## config.mk

```make
export PLATFORM = sky130hd
export DESIGN_NAME = wb_arbiter_2way
export DESIGN_NICKNAME = d
export VERILOG_FILES = /design/src/rtl/wb_arbiter_2way.sv
export SDC_FILE = /design/constraint.sdc
export NUM_CORES = 1
export LEC_CHECK = 0
export ABC_CLOCK_PERIOD_IN_PS = 3800
export BUFFER_PORTS_ARGS = -buffer_cell sky130_fd_sc_hd__buf_4
export CORE_AREA = 2 2 123 125
export CTS_CLUSTER_SIZE = 25
export DETAILED_ROUTE_END_ITERATION = 12
export DIE_AREA = 0 0 125 127
export PLACE_DENSITY = 0.57
export SETUP_SLACK_MARGIN = 0.05
export SLEW_MARGIN = 20
export SYNTH_ARGS = -nofsm -noshare
export SYNTH_HDL_FRONTEND = slang
export SYNTH_SLANG_ARGS = --single-unit
```

## constraint.sdc

```tcl
create_clock -name wb_clk_i -period 3.8 [get_ports wb_clk_i]
set_clock_uncertainty 0.05 [all_clocks]
set_input_delay 0.19 -clock wb_clk_i [delete_from_list [all_inputs] [get_ports wb_clk_i]]
set_output_delay 0.19 -clock wb_clk_i [all_outputs]
set_load 0.01 [all_outputs]
```

## src/rtl/wb_arbiter_2way.sv

```systemverilog
// Two-master to one-target Wishbone arbiter. Ownership is round-robin and held
// for the whole cycle; a watchdog terminates transfers the target never acks.
module wb_arbiter_2way #(
    parameter int unsigned ADDR_WIDTH     = 32,
    parameter int unsigned TIMEOUT_CYCLES = 255,
    parameter logic [31:0] TIMEOUT_DATA   = 32'hDEAD_BEEF
) (
    input  logic                  wb_clk_i,
    input  logic                  wb_rst_ni,

    input  logic                  wbs_a_cyc_i,
    input  logic                  wbs_a_stb_i,
    input  logic                  wbs_a_we_i,
    input  logic [3:0]            wbs_a_sel_i,
    input  logic [ADDR_WIDTH-1:0] wbs_a_adr_i,
    input  logic [31:0]           wbs_a_dat_i,
    output logic                  wbs_a_ack_o,
    output logic [31:0]           wbs_a_dat_o,

    input  logic                  wbs_b_cyc_i,
    input  logic                  wbs_b_stb_i,
    input  logic                  wbs_b_we_i,
    input  logic [3:0]            wbs_b_sel_i,
    input  logic [ADDR_WIDTH-1:0] wbs_b_adr_i,
    input  logic [31:0]           wbs_b_dat_i,
    output logic                  wbs_b_ack_o,
    output logic [31:0]           wbs_b_dat_o,

    output logic                  wbm_cyc_o,
    output logic                  wbm_stb_o,
    output logic                  wbm_we_o,
    output logic [3:0]            wbm_sel_o,
    output logic [ADDR_WIDTH-1:0] wbm_adr_o,
    output logic [31:0]           wbm_dat_o,
    input  logic                  wbm_ack_i,
    input  logic [31:0]           wbm_dat_i,

    output logic [1:0]            grant_o,
    output logic                  timeout_o
);

    // State encoding doubles as the one-hot {B,A} grant vector.
    typedef enum logic [1:0] {
        IDLE    = 2'b00,
        GRANT_A = 2'b01,
        GRANT_B = 2'b10
    } state_t;

    localparam logic [15:0] TIMEOUT_LIMIT = 16'(TIMEOUT_CYCLES);
    localparam bit          WDOG_EN       = (TIMEOUT_CYCLES != 0);

    state_t      state_reg;
    logic        last_grant_reg;   // 0 = A owned last, 1 = B owned last
    logic [15:0] wdog_count_reg;

    logic                  req_a;
    logic                  req_b;
    logic                  own_cyc;
    logic                  own_stb;
    logic                  own_we;
    logic [3:0]            own_sel;
    logic [ADDR_WIDTH-1:0] own_adr;
    logic [31:0]           own_wdat;
    logic                  xfer_active;
    logic                  trip;
    logic                  own_ack;
    logic [31:0]           own_rdat;

    assign req_a = wbs_a_cyc_i & wbs_a_stb_i;
    assign req_b = wbs_b_cyc_i & wbs_b_stb_i;

    // Select the owning master's request signals; zero when nobody owns the bus.
    always_comb begin
        own_cyc  = 1'b0;
        own_stb  = 1'b0;
        own_we   = 1'b0;
        own_sel  = '0;
        own_adr  = '0;
        own_wdat = '0;
        case (state_reg)
            GRANT_A: begin
                own_cyc  = wbs_a_cyc_i;
                own_stb  = wbs_a_stb_i;
                own_we   = wbs_a_we_i;
                own_sel  = wbs_a_sel_i;
                own_adr  = wbs_a_adr_i;
                own_wdat = wbs_a_dat_i;
            end
            GRANT_B: begin
                own_cyc  = wbs_b_cyc_i;
                own_stb  = wbs_b_stb_i;
                own_we   = wbs_b_we_i;
                own_sel  = wbs_b_sel_i;
                own_adr  = wbs_b_adr_i;
                own_wdat = wbs_b_dat_i;
            end
            default: ;
        endcase
    end

    assign xfer_active = own_cyc & own_stb;

    // A real ack at the deadline takes precedence over the watchdog.
    assign trip = WDOG_EN && xfer_active && !wbm_ack_i
                  && (wdog_count_reg == TIMEOUT_LIMIT);

    // Acks are only honoured while the owner strobes, so a late ack is dropped.
    assign own_ack  = xfer_active & (wbm_ack_i | trip);
    assign own_rdat = trip ? TIMEOUT_DATA : wbm_dat_i;

    assign wbm_cyc_o = own_cyc;
    assign wbm_stb_o = xfer_active & ~trip;
    assign wbm_we_o  = own_cyc & own_we;
    assign wbm_sel_o = own_cyc ? own_sel  : '0;
    assign wbm_adr_o = own_cyc ? own_adr  : '0;
    assign wbm_dat_o = own_cyc ? own_wdat : '0;

    assign wbs_a_ack_o = (state_reg == GRANT_A) & own_ack;
    assign wbs_b_ack_o = (state_reg == GRANT_B) & own_ack;
    assign wbs_a_dat_o = (state_reg == GRANT_A) ? own_rdat : '0;
    assign wbs_b_dat_o = (state_reg == GRANT_B) ? own_rdat : '0;

    assign grant_o   = state_reg;
    assign timeout_o = trip;

    always_ff @(posedge wb_clk_i or negedge wb_rst_ni) begin
        if (!wb_rst_ni) begin
            state_reg      <= IDLE;
            last_grant_reg <= 1'b1;
            wdog_count_reg <= '0;
        end else begin
            case (state_reg)
                IDLE: begin
                    if (req_a && (!req_b || last_grant_reg)) begin
                        state_reg <= GRANT_A;
                    end else if (req_b) begin
                        state_reg <= GRANT_B;
                    end
                end
                GRANT_A: begin
                    if (!wbs_a_cyc_i) begin
                        state_reg      <= IDLE;
                        last_grant_reg <= 1'b0;
                    end
                end
                GRANT_B: begin
                    if (!wbs_b_cyc_i) begin
                        state_reg      <= IDLE;
                        last_grant_reg <= 1'b1;
                    end
                end
                default: state_reg <= IDLE;
            endcase

            if (!WDOG_EN || !xfer_active || wbm_ack_i || trip) begin
                wdog_count_reg <= '0;
            end else begin
                wdog_count_reg <= wdog_count_reg + 16'd1;
            end
        end
    end

endmodule

```

==> impl_metrics.py, run 1 <==
metrics = {
    "sta": {
        "rsz0062_at_grt": "false",
        "final-hold-violation-count": 0,
        "slew_viol_final": 0,
        "setup_viol": 0,
        "tightest_slew_ns": 1.07,
        "max_freq_mhz": 304,
        "fin_crit_ns": 3.28,
        "relSlewSlack_pct": 28.6,
        "setup_tns_ns": 0,
        "timing.final.crit_share_pct": 86.4,
    },
    "power_and_ir_drop": {
        "p_leak_uw": 0.00241,
        "peakVddDrop_uv": 311,
        "power_density_nw_per_um2": 335,
    },
    "clocking": {
        "cts_tree": "yes",
        "htree_levels": 1,
        "cts_resized": 0,
        "clockBufferDepth": 2,
        "cts_buffers": 3,
        "cts.sinks": 19,
        "clkLatencyLatePin_ns": 0.25,
        "postCtsHoldBufs": 1,
        "clkSlewWorstSetupHoldPaths_ns": 0.05,
        "cts-root-buf": "clkbuf_16",
        "postCtsSetupBuffers": 0,
    },
    "run": {
        "drv_cap": 0,
    },
    "yosys": {
        "ys_warn_count": 0,
        "syn_inst": 351,
        "synth_cell_types": 32,
        "synth-main-ff-cell": "dfrtp_1",
        "syn_area_per_cell_um2": 6.98,
        "ys_ff_latch": 19,
        "synthesis.area_um2": 2450,
        "synth_edf_count": 0,
        "async_flop_share_pct": 100,
        "ys_seq_area_share_pct": 19.5,
        "syn-num-nets": 532,
    },
    "worst_hold_path": {
        "min_path_type": "in -> reg",
        "holdPathEnd": "grant_o[1]",
        "hold_start": "wbs_b_cyc_i",
        "hold_depth": 3,
    },
    "critical_path": {
        "cp-start-kind": "flop",
        "max_stage_delay_ns": 0.47,
        "critical_path_arrival_ns": 3.04,
        "crit_required_ns": 3.56,
        "slowest_stage": "a22oi_1",
        "reg2reg_slack_ns": 1.59,
        "cp_cell_sequence": "inv_1, ha_4, a22oi_1, nand3b_1, or3_1, clkinv_4, o21a_1, buf_4",
        "r2r-start": "grant_o[0]",
        "reg2reg_to": "wdog_count_reg[8]",
        "crit_fanout": 49,
        "cp-end-kind": "primary output",
        "critPathKind": "reg -> out",
        "rr_worst_depth": 6,
    },
    "final_layout": {
        "layout_commonest_cell": "buf_4",
        "final_cell_mix": "buf_4 (320), nor2_1 (92), a22oi_1 (70)",
        "largest_reg_flops": 16,
        "fin_area_um2": 5000,
        "area_growth_pct": 104,
        "stdcell_count": 820,
        "drive_gt1_share_pct": 51.8,
        "fillers": 1538,
        "num-nets-final": 817,
    },
    "placement": {
        "routabilityCongestion": 0.825,
        "io_buffers": 316,
        "dp.cells": 814,
        "place_area_um2": 4910,
        "place_hpwl_um": 11000,
    },
    "global_route": {
        "overflow": 0,
        "grt_pass1_vias": 3507,
        "grt_pass1_wl_um": 20700,
        "antenna_found_initial": 2,
        "grt_max_degree": 104,
        "grt_use_total_pct": 15.9,
    },
    "routing": {
        "antenna_left": 0,
        "drt_iter0_drc": 245,
        "vias": 3765,
        "vias_per_cell": 4.59,
        "drcViolationCount": 0,
        "wirelength_um": 14000,
        "wl_per_cell_um": 17.1,
        "firstDrtPassIters": 5,
    },
    "die": {
        "io_pins": 317,
        "num_rows": 44,
        "die_area_um2": 15900,
        "core_um2": 14400,
        "start_util_pct": 17.0,
        "die_height_um": 127,
        "die_x_um": 125,
    },
    "outcome": {
        "status": "completed",
    },
}
worst max-delay path by stage:
| stage | start | end | slack, ns | cells after the start |
|---|---|---|---|---|
| after global routing | grant_o[0] | wbs_a_dat_o[6] | 0.28 | 8 |
| after floorplan | wdog_count_reg[12] | wbs_b_dat_o[10] | 1.25 | 8 |
| final | grant_o[0] | wbs_b_dat_o[6] | 0.52 | 8 |
| after global placement | wdog_count_reg[12] | wbs_a_dat_o[15] | 0.90 | 6 |
| after CTS | grant_o[0] | wbs_b_dat_o[6] | 0.50 | 8 |
| after detailed placement | grant_o[0] | wbs_b_dat_o[6] | 0.79 | 8 |
final cells by class:
cell class / count / area, µm² / area share (%)
timing repair buffer: 321 / 2410 / 48.2
antenna: 1 / 2.50 / 0.0500
multi-input combinational: 284 / 1770 / 35.4
inverter: 7 / 31.3 / 0.625
clock buffer: 3 / 75.1 / 1.50
sequential: 19 / 477 / 9.53
clock inverter: 1 / 5.00 / 0.100
tap: 184 / 230 / 4.60
per-layer routing:
layer  vias to the layer above  wire [µm]  track usage, %
met5                         -         13               0
li1                       1840          -               -
met4                         2         70            1.63
met2                       153       7610            29.6
met1                      1761       5420            19.6
met3                         9        879            3.10
synthesized netlist by cell type, types with 2 or more instances:
library cell | number | share of area (%)
nor2_1 | 92 | 14
a22oi_1 | 70 | 21
o21a_1 | 48 | 15
clkbuf_1 | 35 | 5.4
dfrtp_1 | 18 | 18
and3_1 | 16 | 4.1
xnor2_1 | 13 | 4.6
nand2_1 | 7 | 1.1
inv_1 | 6 | 0.92
nor4_1 | 6 | 1.5
nand3_1 | 5 | 1.0
ha_1 | 4 | 2.0
nand4_1 | 4 | 1.0
buf_4 | 3 | 0.92
or4_1 | 3 | 0.92
a22o_1 | 2 | 0.72
nor3_1 | 2 | 0.41
nor3b_1 | 2 | 0.61
or3_1 | 2 | 0.51
power breakdown:
part           leakage, µW  switching, µW  internal, µW
Clock            0.0000409           73.5           141
Combinational      0.00211            644           584
Sequential        0.000260           15.0           220
critical path: cells and delay by family (launching register included):
family	cells	cell delay, ns
AO/OA/AOI/OAI	2	0.78
adder cells (fa/ha/maj)	1	0.19
buffers and inverters	3	0.67
flip-flops	1	0.42
AND/OR/NAND/NOR	2	0.72
stage by stage:
stage | hold slack, ns | power, µW | util [%] | setup WS (ns)
detailed placement | 0.0263 | 1480 | 34.0 | 0.790
floorplan | -0.156 | 908 | - | 1.25
CTS | 0.233 | 1690 | 34.7 | 0.497
finish | 0.229 | 1680 | 34.7 | 0.515
global placement | 0.0250 | 1450 | 34.0 | 0.897
global route | 0.250 | 1810 | 34.7 | 0.278
cells by family (layout without fill, tap and decap cells):
family | Yosys count | after routing | share of synthesized area [%]
adder cells (fa/ha/maj) | 4 | 4 | 2.04
AND/OR/NAND/NOR | 141 | 141 | 25.8
AO/OA/AOI/OAI | 125 | 125 | 38.2
other | 0 | 1 | 0
XOR/XNOR | 14 | 14 | 5.01
flip-flops | 19 | 19 | 19.5
buffers and inverters | 48 | 332 | 9.45
No activity file was read; power rests on OpenSTA's default activity.
==> run 2, diff against run 1 <==
--- a/config.mk
+++ b/config.mk
@@ -5,13 +5,14 @@
 export SDC_FILE = /design/constraint.sdc
 export NUM_CORES = 1
 export LEC_CHECK = 0
+export ABC_AREA = 1
 export ABC_CLOCK_PERIOD_IN_PS = 3800
 export BUFFER_PORTS_ARGS = -buffer_cell sky130_fd_sc_hd__buf_4
-export CORE_AREA = 2 2 123 125
+export CORE_AREA = 2 2 121 123
 export CTS_CLUSTER_SIZE = 25
 export DETAILED_ROUTE_END_ITERATION = 12
-export DIE_AREA = 0 0 125 127
-export PLACE_DENSITY = 0.57
+export DIE_AREA = 0 0 123 125
+export PLACE_DENSITY = 0.48
 export SETUP_SLACK_MARGIN = 0.05
 export SLEW_MARGIN = 20
 export SYNTH_ARGS = -nofsm -noshare
==> run 2 against run 1 <==
  * Flip-flop and latch count did not move
  * Synthesized area rose by 9.7%
  * Worst hold slack got worse by 0.046 ns
  * Sequential share of layout area fell by 0.47 points
  * Critical path depth rose by 2
  * First-iteration DRC count fell by 15%
  * Clock-buffer cell count rose by 1
  * Routed wire length rose by 4.6%
  * Core utilization rose by 2.4 points
  * Clock power barely moved
==> impl_metrics.py, run 2 <==
metrics = {
    "placement": {
        "place_area_um2": 5170,
        "io_buffers": 316,
        "place_hpwl_um": 11900,
        "pre_cts_ws_ns": 1.20,
        "routabilityCongestion": 0.923,
        "dp.cells": 976,
    },
    "global_route": {
        "grt.busiest_layer": "met2",
        "grt_pass1_vias": 4051,
        "grt_use_met1_pct": 20.6,
        "grt_max_degree": 58,
        "met3_usage_pct": 3.65,
        "grtUsageMet2_pct": 32.1,
        "grt_use_total_pct": 17.3,
        "grt_pass1_wl_um": 21200,
        "overflow": 0,
        "antenna_found_initial": 0,
    },
    "clocking": {
        "cts_resized": 0,
        "postCtsHoldBufs": 1,
        "cts_tree": "yes",
        "cts_buffers": 3,
        "htree_levels": 1,
        "clkSlewWorstSetupHoldPaths_ns": 0.05,
        "clkLatencyLatePin_ns": 0.25,
        "clockBufferDepth": 2,
        "postCtsSetupBuffers": 0,
        "cts-root-buf": "clkbuf_16",
        "cts.sinks": 19,
    },
    "critical_path": {
        "rr_worst_depth": 8,
        "cp.depth": 10,
        "cp-start-kind": "flop",
        "cp-end-kind": "primary output",
        "cpLargestDelayFamily": "simple AND/OR/NAND/NOR gates",
        "critical_path_arrival_ns": 2.60,
        "crit_fanout": 57,
        "max_stage_delay_ns": 0.54,
        "cp_cell_sequence": "inv_1, ha_2, nand2_2, nand2_4, nand3_2, nor2_4, nand2_2, buf_4, a21oi_1, buf_4",
        "slowest_stage": "ha_2",
        "critPathKind": "reg -> out",
        "crit_required_ns": 3.56,
        "path_buf_inv": 3,
    },
    "run": {
        "drv_cap": 0,
    },
    "die": {
        "io_pins": 317,
        "die_area_um2": 15400,
        "core_um2": 14200,
        "die_x_um": 123,
        "num_rows": 44,
        "die_height_um": 125,
        "start_util_pct": 18.9,
    },
    "yosys": {
        "syn_inst": 505,
        "synth_cell_types": 26,
        "synthesis.area_um2": 2690,
        "synth_area_leader_cell": "nand2_1",
        "synth-main-ff-cell": "dfrtp_1",
        "synth_top_area_share_pct": 26.0,
        "ys_seq_area_share_pct": 17.7,
        "syn_area_per_cell_um2": 5.32,
        "synth_edf_count": 0,
        "ys_ff_latch": 19,
        "async_flop_share_pct": 100,
        "yosys-top-cells-area": "nand2_1 (26%), a21oi_1 (19%), dfrtp_1 (17%), nor2_1 (7.5%), inv_1 (6.4%)",
        "ys_warn_count": 0,
        "syn-num-nets": 686,
        "synthMostInstantiatedCell": "nand2_1",
        "synth_common_cells": "nand2_1 (186), a21oi_1 (103), nor2_1 (54), inv_1 (46), clkbuf_1 (23)",
    },
    "power_and_ir_drop": {
        "power_density_nw_per_um2": 400,
        "p_leak_uw": 0.00269,
        "peakVddDrop_uv": 164,
    },
    "sta": {
        "setup_viol": 0,
        "setup_tns_ns": 0,
        "max_freq_mhz": 352,
        "timing.final.crit_share_pct": 74.8,
        "tightest_slew_ns": 0.627,
        "worst_hold_slack_ns": 0.183,
        "slew_viol_final": 0,
        "fin_ws_ns": 0.958,
        "fin_crit_ns": 2.84,
        "rsz0062_at_grt": "false",
        "relSlewSlack_pct": 58.2,
        "final-hold-violation-count": 0,
    },
    "routing": {
        "wirelength_um": 14600,
        "drt_iter0_drc": 208,
        "firstDrtPassIters": 5,
        "wl_per_cell_um": 14.9,
        "vias": 4333,
        "antenna_left": 0,
        "vias_per_cell": 4.42,
        "drcViolationCount": 0,
    },
    "final_layout": {
        "drive_gt1_share_pct": 44.7,
        "stdcell_count": 981,
        "layout_commonest_cell": "buf_4",
        "largest_reg_flops": 16,
        "final_cell_mix": "buf_4 (323), nand2_1 (184), a21oi_1 (103)",
        "fin_area_um2": 5260,
        "n_antenna_cell": 0,
        "num-nets-final": 979,
        "area_growth_pct": 95.8,
    },
    "worst_hold_path": {
        "min_path_type": "in -> reg",
        "hold_depth": 4,
    },
    "outcome": {
        "status": "completed",
    },
}
[run 2: layer usage]
metal  vias to the layer above  share of wire (%)  wire length (µm)
met5                         -                  0                 0
met4                         0                1.3               189
met3                        16                8.5              1240
met2                       186                 51              7410
met1                      1957                 40              5790
li1                       2174                  -                 -
[run 2: per-stage QoR]
step | utilization (%) | power (µW)
2_1_floorplan | - | 1130
3_3_place_gp | 36.4 | 1900
3_5_place_dp | 36.4 | 1910
4_1_cts | 37.1 | 2130
5_1_grt | 37.1 | 2290
6_report | 37.1 | 2110
[run 2: cell type report]
cell class | instances | area (µm²)
fillers | 1562 | 8940
repair buffers | 324 | 2430
multi-input cells | 401 | 1860
flip-flops and latches | 19 | 477
well taps | 184 | 230
inverters | 49 | 184
clock buffers | 4 | 78.8
[run 2: worst paths after layout]
| kind | slack, ns | end | start |
|---|---|---|---|
| max | 0.96 | wbs_a_dat_o[13] | grant_o[0] |
| min in group asynchronous | 0.31 | wdog_count_reg[0] | wb_rst_ni |
| max in group asynchronous | 3.12 | last_grant_reg | wb_rst_ni |
| max reg2reg | 1.52 | wdog_count_reg[14] | grant_o[0] |
| min reg2reg | 0.41 | wdog_count_reg[0] | wdog_count_reg[0] |
| min | 0.18 | wdog_count_reg[6] | wbm_ack_i |
[run 2: cell families (layout without fill, tap and decap cells)]
logic type / after synthesis / in the layout / share of synthesized area, %
flops: 19 / 19 / 17.7
xor+xnor: 6 / 6 / 1.96
fa+ha+maj: 4 / 4 / 1.86
buf+inv: 85 / 377 / 13.5
compound gates: 129 / 129 / 26.4
simple gates: 262 / 262 / 38.5
[run 2: worst min-delay path: stages]
cell and delay, ns:
buf_4 0.10, nor2_4 0.04, nand3_1 0.07, nor2_1 0.04
[run 2: power breakdown]
part	internal (µW)	leakage [µW]	switching, µW
combinational	674	0.00239	982
clock	143	0.0000382	73.0
sequential	220	0.000260	14.7
total	1040	0.00269	1070
==> run 3, diff against run 2 <==
--- a/config.mk
+++ b/config.mk
@@ -6,13 +6,13 @@
 export NUM_CORES = 1
 export LEC_CHECK = 0
 export ABC_AREA = 1
-export ABC_CLOCK_PERIOD_IN_PS = 3800
+export ABC_CLOCK_PERIOD_IN_PS = 2650
 export BUFFER_PORTS_ARGS = -buffer_cell sky130_fd_sc_hd__buf_4
-export CORE_AREA = 2 2 121 123
+export CORE_AREA = 2 2 123 125
 export CTS_CLUSTER_SIZE = 25
 export DETAILED_ROUTE_END_ITERATION = 12
-export DIE_AREA = 0 0 123 125
-export PLACE_DENSITY = 0.48
+export DIE_AREA = 0 0 125 127
+export PLACE_DENSITY = 0.47
 export SETUP_SLACK_MARGIN = 0.05
 export SLEW_MARGIN = 20
 export SYNTH_ARGS = -nofsm -noshare
==> constraint.sdc (replaced) <==
create_clock -name wb_clk_i -period 2.65 [get_ports wb_clk_i]
set_clock_uncertainty 0.05 [all_clocks]
set_input_delay 0.1325 -clock wb_clk_i [delete_from_list [all_inputs] [get_ports wb_clk_i]]
set_output_delay 0.1325 -clock wb_clk_i [all_outputs]
set_load 0.01 [all_outputs]
==> run 3 against run 2 <==
  * Combinational power is 43% higher
  * Setup slack worse by 0.67 ns
  * Non-clock buffer count is 1 lower
  * Sequential share of layout area hardly changed
  * Final area is 0.19% higher
  * Die area is 3.3% higher
  * Clock power is 44% higher
  * Largest power group unchanged
  * Highest routed layer unchanged
==> impl_metrics.py, run 3 (synthesized netlist as in run 2, its figures left out) <==
metrics = {
    "outcome": {
        "status": "completed",
    },
    "critical_path": {
        "crit_required_ns": 2.47,
        "critPathKind": "reg -> out",
        "reg2reg_slack_ns": 0.72,
        "r2r-start": "grant_o[0]",
        "cp-start-kind": "flop",
        "critical_path_arrival_ns": 2.18,
        "cp-end-kind": "primary output",
        "crit_fanout": 57,
        "reg2reg_to": "wdog_count_reg[14]",
        "rr_worst_depth": 8,
    },
    "sta": {
        "tightest_slew_ns": 0.695,
        "relSlewSlack_pct": 53.7,
        "setup_viol": 0,
        "worst_hold_slack_ns": 0.115,
        "max_freq_mhz": 423,
        "fin_crit_ns": 2.36,
        "rsz0062_at_grt": "false",
        "final-hold-violation-count": 0,
        "setup_tns_ns": 0,
        "timing.final.crit_share_pct": 89.2,
        "slew_viol_final": 0,
    },
    "placement": {
        "routabilityCongestion": 0.854,
        "io_buffers": 316,
        "place_hpwl_um": 11700,
        "place_area_um2": 5180,
        "dp.cells": 975,
    },
    "routing": {
        "drt_iter0_drc": 219,
        "antenna_left": 0,
        "vias": 4272,
        "firstDrtPassIters": 5,
        "wirelength_um": 14200,
        "vias_per_cell": 4.36,
        "drcViolationCount": 0,
        "wl_per_cell_um": 14.5,
    },
    "final_layout": {
        "area_growth_pct": 96.2,
        "layout_commonest_cell": "buf_4",
        "largest_reg_flops": 16,
        "n_antenna_cell": 0,
        "drive_gt1_share_pct": 44.7,
        "final_cell_mix": "buf_4 (320), nand2_1 (184), a21oi_1 (103)",
        "fin_area_um2": 5270,
        "stdcell_count": 980,
        "num-nets-final": 978,
    },
    "clocking": {
        "clockBufferDepth": 2,
        "clkLatencyLatePin_ns": 0.25,
        "clkSlewWorstSetupHoldPaths_ns": 0.06,
        "cts.sinks": 19,
        "cts_tree": "yes",
        "htree_levels": 1,
        "postCtsSetupBuffers": 0,
        "cts_buffers": 3,
        "cts-root-buf": "clkbuf_16",
    },
    "die": {
        "core_um2": 14400,
        "start_util_pct": 18.6,
        "die_height_um": 127,
        "die_x_um": 125,
        "io_pins": 317,
        "num_rows": 44,
        "die_area_um2": 15900,
    },
    "power_and_ir_drop": {
        "peakVddDrop_uv": 257,
        "power_density_nw_per_um2": 572,
        "p_leak_uw": 0.00269,
        "power.total_uw": 3020,
    },
    "global_route": {
        "grt_use_met1_pct": 19.4,
        "grt_use_total_pct": 16.4,
        "grtUsageMet2_pct": 31.2,
        "grt_pass1_wl_um": 21300,
        "overflow": 0,
        "met3_usage_pct": 2.51,
        "grt_pass1_vias": 4089,
        "grt_max_degree": 71,
        "grt.busiest_layer": "met2",
        "antenna_found_initial": 0,
    },
    "worst_hold_path": {
        "hold_start": "wbm_ack_i",
        "holdPathEnd": "wdog_count_reg[6]",
        "min_path_type": "in -> reg",
        "hold_depth": 4,
    },
    "run": {
        "drv_cap": 0,
    },
}
==> run 3: changes by cell type in the layout (fill, tap and decap cells not counted) <==
cell,delta
clkbuf_1,-1
buf_12,+1
buf_6,+1
buf_4,-3
clkinv_2,+1
==> run 3: routing by layer <==
metal  wire length, µm  share of wire (%)  vias to the layer above
li1                  -                  -                     2171
met1              5630                 40                     1906
met2              7470                 53                      182
met3               856                6.0                       13
met4               248                1.7                        0
met5                 0                  0                        -
==> run 3: worst max-delay path, stage by stage (launching register included) <==
cell,delay (ns)
dfrtp_1,0.41
inv_1,0.09
ha_2,0.28
nand2_2,0.09
nand2_4,0.10
nand3_2,0.13
nor2_4,0.15
nand2_2,0.07
buf_6,0.23
a21oi_1,0.20
buf_4,0.15
==> run 3: how the worst max path moves through the flow <==
stage          slack (ns)  depth (start not counted)        from               to
3_3_place_gp         0.47                         10  grant_o[0]  wbs_a_dat_o[25]
3_5_place_dp         0.41                         11  grant_o[0]  wbs_b_dat_o[14]
6_report             0.29                         10  grant_o[0]  wbs_a_dat_o[25]
4_1_cts              0.13                         11  grant_o[0]  wbs_b_dat_o[14]
2_1_floorplan        0.75                         11  grant_o[0]  wbs_b_dat_o[21]
5_1_grt              0.08                         11  grant_o[0]  wbs_a_dat_o[29]
==> run 3: repair_timing <==
item,CTS,global route
resized for setup,0,1
hold buffers,1,0
hold endpoints to repair,19,0
endpoints found under the setup margin,0,42
==> run 3: area by class of cell <==
type                       instances  area, µm²
sequential                        19        477
inverter                          49        184
clock inverter                     1       5.00
tap                              184        230
timing repair buffer             323       2440
multi-input combinational        401       1860
clock buffer                       3       75.1
fill                            1632       9150
==> run 3: metrics by stage <==
stage               utilization, %  setup slack, ns
floorplan                        -            0.754
global placement              35.9            0.467
detailed placement            35.9            0.406
CTS                           36.5            0.131
global route                  36.6           0.0826
finish                        36.6            0.285
==> run 3: report_power, final <==
group          total [µW]  switching (µW)  internal, µW
logic                2370            1390           977
registers             334            17.4           316
clock network         312             110           202
